===== src/rtl/range_finder_stream.sv =====
// range_finder_stream
//   Streaming min/max/range tracker. Samples are framed by go/finish and
//   qualified by valid. On a successful finish the minimum, maximum,
//   range (max - min at WIDTH+1 bits) and saturating sample count of the
//   sequence are published and done pulses for one cycle. Framing errors
//   (finish outside a sequence, go inside a sequence, empty sequence)
//   park the block in a sticky ERROR state left only by go & ~finish.
//
//   Build option: define RANGE_FINDER_SIGNED_EN to treat data_in as two's
//   complement (signed compares, sign-extended range). Default: unsigned.
//
// Ports
//   clock      in   rising-edge clock
//   reset      in   synchronous active-high reset
//   data_in    in   [WIDTH]      sample
//   valid      in   sample qualifier
//   go         in   start a sequence
//   finish     in   end the sequence (this cycle's valid sample included)
//   min_val    out  [WIDTH]      minimum of last completed sequence
//   max_val    out  [WIDTH]      maximum of last completed sequence
//   range      out  [WIDTH+1]    max_val - min_val
//   count      out  [CNT_WIDTH]  valid samples (saturating)
//   count_sat  out  count saturated in last completed sequence
//   done       out  one-cycle completion pulse
//   busy       out  high while in RUN
//   error      out  high while in ERROR
module range_finder_stream #(
  parameter int unsigned WIDTH     = 8,
  parameter int unsigned CNT_WIDTH = 8
) (
  input  logic                 clock,
  input  logic                 reset,
  input  logic [WIDTH-1:0]     data_in,
  input  logic                 valid,
  input  logic                 go,
  input  logic                 finish,
  output logic [WIDTH-1:0]     min_val,
  output logic [WIDTH-1:0]     max_val,
  output logic [WIDTH:0]       range,
  output logic [CNT_WIDTH-1:0] count,
  output logic                 count_sat,
  output logic                 done,
  output logic                 busy,
  output logic                 error
);

  typedef enum logic [1:0] {
    ST_IDLE  = 2'd0,
    ST_RUN   = 2'd1,
    ST_ERROR = 2'd2
  } state_t;

  localparam logic [CNT_WIDTH-1:0] CNT_MAX = '1;

  state_t               state, state_next;
  logic [WIDTH-1:0]     cur_min, cur_max;
  logic [CNT_WIDTH-1:0] cur_cnt;
  logic                 cur_sat;

  logic                 clear_work;
  logic                 take;
  logic                 complete;

  logic [WIDTH-1:0]     base_min, base_max;
  logic [CNT_WIDTH-1:0] base_cnt;
  logic                 base_sat;
  logic [WIDTH-1:0]     nxt_min, nxt_max;
  logic [CNT_WIDTH-1:0] nxt_cnt;
  logic                 nxt_sat;
  logic [WIDTH:0]       nxt_range;

  function automatic logic is_less(input logic [WIDTH-1:0] a,
                                   input logic [WIDTH-1:0] b);
`ifdef RANGE_FINDER_SIGNED_EN
    return $signed(a) < $signed(b);
`else
    return a < b;
`endif
  endfunction

  function automatic logic [WIDTH:0] extend(input logic [WIDTH-1:0] x);
`ifdef RANGE_FINDER_SIGNED_EN
    return {x[WIDTH-1], x};
`else
    return {1'b0, x};
`endif
  endfunction

  // Framing decisions.
  always_comb begin
    state_next = state;
    clear_work = 1'b0;
    take       = 1'b0;
    complete   = 1'b0;
    case (state)
      ST_RUN: begin
        if (go) begin
          state_next = ST_ERROR;
        end else if (finish) begin
          take = valid;
          if (nxt_cnt == '0) begin
            state_next = ST_ERROR;
          end else begin
            complete   = 1'b1;
            state_next = ST_IDLE;
          end
        end else begin
          take = valid;
        end
      end
      default: begin
        if (go && !finish) begin
          clear_work = 1'b1;
          take       = valid;
          state_next = ST_RUN;
        end else if (finish) begin
          state_next = ST_ERROR;
        end
      end
    endcase
  end

  // Working-register update. Starting a sequence clears the working set
  // before the first sample is folded in, so the start cycle and RUN
  // cycles share one accumulate path.
  always_comb begin
    base_min = clear_work ? '0 : cur_min;
    base_max = clear_work ? '0 : cur_max;
    base_cnt = clear_work ? '0 : cur_cnt;
    base_sat = clear_work ? 1'b0 : cur_sat;

    nxt_min = base_min;
    nxt_max = base_max;
    nxt_cnt = base_cnt;
    nxt_sat = base_sat;
    if (take) begin
      if (base_cnt == '0) begin
        nxt_min = data_in;
        nxt_max = data_in;
      end else begin
        if (is_less(data_in, base_min)) nxt_min = data_in;
        if (is_less(base_max, data_in)) nxt_max = data_in;
      end
      if (base_cnt != CNT_MAX) nxt_cnt = base_cnt + 1'b1;
      if (nxt_cnt == CNT_MAX) nxt_sat = 1'b1;
    end
    nxt_range = extend(nxt_max) - extend(nxt_min);
  end

  always_ff @(posedge clock) begin
    if (reset) begin
      state     <= ST_IDLE;
      cur_min   <= '0;
      cur_max   <= '0;
      cur_cnt   <= '0;
      cur_sat   <= 1'b0;
      min_val   <= '0;
      max_val   <= '0;
      range     <= '0;
      count     <= '0;
      count_sat <= 1'b0;
      done      <= 1'b0;
    end else begin
      state   <= state_next;
      cur_min <= nxt_min;
      cur_max <= nxt_max;
      cur_cnt <= nxt_cnt;
      cur_sat <= nxt_sat;
      done    <= complete;
      if (complete) begin
        min_val   <= nxt_min;
        max_val   <= nxt_max;
        range     <= nxt_range;
        count     <= nxt_cnt;
        count_sat <= nxt_sat;
      end
    end
  end

  assign busy  = (state == ST_RUN);
  assign error = (state == ST_ERROR);

endmodule


===== config.mk =====
export PLATFORM = sky130hd
export DESIGN_NAME = range_finder_stream
export DESIGN_NICKNAME = d
export VERILOG_FILES = /design/src/rtl/range_finder_stream.sv
export SDC_FILE = /design/constraint.sdc
export NUM_CORES = 1
export LEC_CHECK = 0
export CORE_ASPECT_RATIO = 0.75
export CORE_UTILIZATION = 34
export DETAILED_ROUTE_END_ITERATION = 10
export SLEW_MARGIN = 20
export SYNTH_ARGS = -nofsm -noshare
export SYNTH_HDL_FRONTEND = slang
export SYNTH_SLANG_ARGS = --single-unit

===== constraint.sdc =====
create_clock -name clock -period 6.72 [get_ports clock]
set_clock_uncertainty 0.2 [all_clocks]
set_input_delay 0.672 -clock clock [delete_from_list [all_inputs] [get_ports clock]]
set_output_delay 0.672 -clock clock [all_outputs]
set_load 0.05 [all_outputs]

* After elaboration in Yosys (flattened, before gate mapping)
Cells that the tools add are included.
** Cells by class
- Add/subtract/negate cells :: 2
- Magnitude comparators :: 2
- Equal/unequal tests :: 5
- Mux-type cells :: 30
- Reductions and logical operators :: 6
** Operators with widths (number)
- 2-to-1 mux 8 bit :: 12
- zero test 8 bit :: 2
- less-than comparator 8 bit :: 2
- 2-to-1 mux 1 bit :: 12
- 2-to-1 mux 2 bit :: 6
- subtractor 8 x 8 -> 9 bit :: 1
- adder 8 x 1 -> 8 bit, second input constant :: 1
- equality test 8 bit, second input constant :: 1
- != test 8 bit, second input constant :: 1
- != test 3 bit, second input constant :: 1
- nonzero test 3 bit :: 1
- equality test 2 x 1 -> 1 bit, second input constant :: 1
- equality test 2 bit, second input constant :: 1
- AND reduction 2 bit :: 1
- logical AND 1 bit :: 1
- zero test 1 bit :: 1
** Storage, ports and cells
- Flip-flop bits (word level) :: 62
- Input port bits :: 13
- Output and inout bits :: 37
- Logic and storage cells :: 56

* Depth between registers and ports, before layout
- Depth after elaboration :: 14
- Mapped depth :: 25
- Mapped depth without buffers :: 21

* Worst setup path after synthesis
No wires, ideal clock.
- Path kind :: input -> register
- Start point :: input port finish
- End point :: register range[6]
- Library setup time :: 73 ps
- Arrival time :: 5166 ps
- Required time :: 6447 ps
- Slack :: 1280 ps
- Stages :: 23
- Buffers on the path :: 4
- Cells stage by stage :: and2b_1 nand2_1 buf_2 clkbuf_1 clkbuf_1 nand2_1 inv_1 ha_1 a21o_1 a211oi_1 a21boi_2 nor2_1 clkbuf_1 nor2_1 a21oi_1 inv_1 fa_1 a21o_1 a21oi_1 nor3_1 o21ai_0 mux2i_1 o2bb2ai_1
** On the way
- Elaborated cells on any way between the ends :: 29
- Those cells by class :: add/sub (2); order compare (2); eq/ne (1); mux (20); reduce/logical (4)
** RTL lines
- start: declaration :: RTL line 36 : input logic finish,
- zero test 1 bit (*) :: RTL line 112 : if (go && !finish) begin
- logical AND 1 bit (*) :: RTL line 112
- 2-to-1 mux 1 bit :: RTL line 112
- 2-to-1 mux 1 bit :: RTL line 95 : case (state)
- 2-to-1 mux 8 bit :: RTL line 128 : base_max = clear_work ? '0 : cur_max;
- less-than comparator 8 bit :: RTL line 77 : return a < b;
- 2-to-1 mux 8 bit :: RTL line 142 : if (is_less(base_max, data_in)) nxt_max = data_in;
- 2-to-1 mux 8 bit :: RTL line 137 : if (base_cnt == '0) begin
- 2-to-1 mux 8 bit (*) :: RTL line 136 : if (take) begin
- net nxt_max[1] :: RTL line 67 : logic [WIDTH-1:0] nxt_min, nxt_max;
- subtractor 8 x 8 -> 9 bit (*) :: RTL line 147 : nxt_range = extend(nxt_max) - extend(nxt_min);
- end signal: assignment :: RTL line 173 : range <= nxt_range;
- end: declaration :: RTL line 39 : output logic [WIDTH:0] range,
The timed path passes the listed nets; every way through them passes the cells marked *. The select of a mux whose other input is x is not followed.
A chain may end at the register's enable or synchronous reset.

* Worst setup path after layout
- Start point :: input port go
- End point :: register range[6]
** On the way
- Cells in the longest elaborated chain, start to end :: 13
- Elaborated cells on any way between the ends :: 29
- Those cells by class :: add/sub (2); order compare (2); eq/ne (1); mux (21); reduce/logical (3)
** RTL lines
- start: declaration :: RTL line 35 : input logic go,
- logical AND 1 bit :: RTL line 112
- 2-to-1 mux 1 bit :: RTL line 112
- 2-to-1 mux 1 bit :: RTL line 95
- 2-to-1 mux 8 bit :: RTL line 129 : base_cnt = clear_work ? '0 : cur_cnt;
- adder 8 x 1 -> 8 bit or != test 8 bit (tied branches) :: RTL line 144 : if (base_cnt != CNT_MAX) nxt_cnt = base_cnt + 1'b1;
- 2-to-1 mux 8 bit :: RTL line 144
- 2-to-1 mux 8 bit (2 in series) :: RTL line 136
- zero test 8 bit :: RTL line 101 : if (nxt_cnt == '0) begin
- 2-to-1 mux 1 bit :: RTL line 101
- 2-to-1 mux 1 bit :: RTL line 99 : end else if (finish) begin
- 2-to-1 mux 1 bit :: RTL line 97 : if (go) begin
- 2-to-1 mux 1 bit :: RTL line 95
Parallel ways exist; a longest one is shown, timed or not. The select of a mux whose other input is x is not followed.

==> impl_metrics.yaml <==
synth:
  yosys-top-cells-area: "dfxtp_1, nor2_1, ha_1, a211oi_2, a21oi_1"
  syn_area_sq_um: 3590
  yosysTopAreaCellShare_pct: 34.5
  synth-seq-cells: 62
  yosysWarningCount: 0
  async_flop_share_pct: 0
  synth-simple-area-share_pct: 20.3
  synth_nets: 466
  synth_top_family_by_area: "compound AO/OA/AOI/OAI gates"
  synth_fa_ha_area_share_pct: 8.56
  synth.distinct_cells: 63
  dominantRegCellSynth: "dfxtp_1"
  synth_top_cell_by_area: "dfxtp_1"
  synth.area.mux_share_pct: 4.35
  synth_compound_area_share_pct: 22.8
  synthXorXnorAreaFrac_pct: 2.44
  ys_seq_area_share_pct: 34.5
  syn_avg_cell_area_sq_um: 8.38
  synth_cells: 429
  synth_edf_count: 0
drt:
  antenna_left: 0
  wirelength_mm: 9.41
  dr.first_iter.drc_count: 270
  drt-wirelength-per-cell_um: 15.4
  vias: 3197
  drcViolationCount: 0
  avgViaCountPerCell: 5.22
  dr.pass1.iters: 6
power_and_ir_drop:
  p_per_area_nw_per_um2: 218
  leakage_uw: 0.00184
  irDropWorstVdd_uv: 132
run_status:
  status: "finished clean"
cts:
  cts_root_buffer: "clkbuf_16"
  insertion_delay_ns: 0.33
  cts_sinks: 62
  cts_setup_buffers: 0
  cts.path.max_buffers: 2
  htreeDepth: 3
  path_clk_slew_ns: 0.06
  numCtsBuffers: 9
  hold_buffers: 0
  cts_tree: "done"
  cts_resized: 0
critical_path:
  crit_path_max_fanout: 16
  r2r_slack_ns: 1.27
  end_kind: "flop"
  path_class: "input port to flop"
  rr_worst_depth: 21
  cp-endpoint: "range[6]"
  r2r_end: "range[6]"
  r2r-start: "state[1]"
  required_ns: 6.77
  startpoint: "go"
  crit_arrival_ns: 6.02
  cp-start-kind: "input port"
floorplan:
  coreArea_sq_um: 10300
  io_pins: 50
  rows: 32
  die_area_sq_um: 11000
  start_util_pct: 34.9
  die_y_um: 91.1
  die_w_um: 121
final_layout:
  fin_nets: 508
  area_growth_pct: 24.1
  antenna_cells: 0
  drive_gt1_share_pct: 11.3
grt:
  overflow: 0
  grt_first_pass_wirelength_mm: 15.8
  grt_pass1_vias: 3096
  antenna_found_initial: 0
  groute.usage.overall_pct: 18.3
  grt_max_degree: 64
timing:
  fin_crit_sh_pct: 88.8
  tightest_slew_ns: 0.862
  fmax_ghz: 0.168
  drv_slew: 0
  period_needed_ns: 5.97
  slew_headroom_pct: 41.0
  finalSetupTns_ns: 0
  setup-violations-final: 0
  rsz0062_at_grt: "false"
  holdWs_ns: 0.296
  hold_viol: 0
job:
  drv_cap: 0
placement:
  detailedPlacementHpwl_mm: 6.80
  port_buffers: 49
  gp_congestion: 0.922
hold_path:
  worstHoldStart: "count[4]"
  min_path_type: "flop to flop"
area by class of cell:
cell class                 count  area, sq um
clock buffer                   9          225
clock inverter                 7         73.8
fill                        1003         5830
inverter                      33          124
multi-input combinational    311         2100
sequential                    62         1240
tap                          136          170
timing repair buffer          54          523
synthesized netlist by cell type (all sizes together), types with 9 or more instances:
cell type,number
nand2,29
a21o,10
nand3,13
buf,9
a211oi,24
mux2i,13
clkbuf,14
dfxtp,62
inv,33
nor2,82
ha,23
a21oi,31
critical path: stages:
cell and delay, ns:
clkdlybuf4s50_1 0.57, and2b_1 0.23, nand2_1 0.37, nand2_1 0.25
inv_1 0.09, ha_1 0.32, a21oi_1 0.15, a21oi_1 0.08
a211oi_1 0.50, a21boi_2 0.17, nor2_1 0.35, nor2_1 0.08
a21oi_1 0.32, ha_1 0.21, inv_1 0.06, fa_1 0.40
a21o_1 0.19, a21oi_1 0.21, nor3_1 0.09, o21ai_0 0.33
mux2i_1 0.25, o2bb2ai_1 0.13
report_power, final:
part	internal (uW)	leakage [uW]	total, uW	switching [uW]
combinational	49.6	0.00120	133	83.8
clock	288	0.000146	463	175
sequential	374	0.000501	377	3.76
cell usage in the layout (no fill, tap or decap), drive strengths merged, types with 3 or more instances in the layout:
master / instances
a21boi: 3
a21o: 10
clkinv: 4
and3: 6
nor3b: 3
nor2: 82
nand4: 4
inv: 34
nor3: 6
nand3: 13
dfxtp: 62
ha: 23
o2111ai: 3
clkbuf: 9
nand2: 29
nor2b: 4
a2111oi: 3
a211oi: 24
xnor2: 3
mux2i: 13
clkdlybuf4s50: 48
buf: 6
a21oi: 31
xor2: 7
o21ai: 8
nand2b: 3
per-stage QoR:
| step | total power, uW | instance area [sq um] | worst slack [ns] | utilization [%] | instances |
|---|---|---|---|---|---|
| after floorplan | 478 | 3590 | 1.28 | - | 429 |
| after global placement | 516 | 4160 | 0.764 | 40.5 | 596 |
| after detailed placement | 517 | 4160 | 0.552 | 40.5 | 596 |
| after CTS | 979 | 4460 | 0.876 | 43.4 | 612 |
| after global routing | 1010 | 4460 | 0.254 | 43.4 | 612 |
| final | 974 | 4460 | 0.754 | 43.4 | 612 |
per-layer routing:
layer / GRT usage (%) / vias to the layer above / wire length (um) / share of wire, %
met3: 4.02 / 16 / 605 / 6.4
met4: 6.28 / 0 / 165 / 1.8
met5: 0 / - / 0 / 0
li1: - / 1581 / - / -
met2: 24.3 / 94 / 3600 / 38
met1: 28.2 / 1506 / 5040 / 54
cells by family (layout without fill, tap and decap cells):
| group | count (synthesis) | in the layout |
|---|---|---|
| XOR/XNOR | 10 | 10 |
| AND/OR/NAND/NOR | 160 | 160 |
| flip-flops | 62 | 62 |
| adder cells (fa/ha/maj) | 24 | 24 |
| AO/OA/AOI/OAI | 102 | 102 |
| multiplexers | 15 | 15 |
| buffers and inverters | 56 | 103 |
registers in the layout, indices dropped and copies added (netlist names), 2 cells and up:
signal,cells
cur_max,8
min_val,8
cur_min,8
range,9
max_val,8
count,8
cur_cnt,8
state,2
how the worst min path moves through the flow:
stage	end	cells past startpoint	slack, ns
floorplan	state[1]	2	0.26
global placement	range[3]	2	0.28
detailed placement	range[3]	2	0.28
CTS	state[1]	2	0.29
global route	state[1]	2	0.34
finish	count[4]	2	0.30
(Power assumes the default switching activity.)
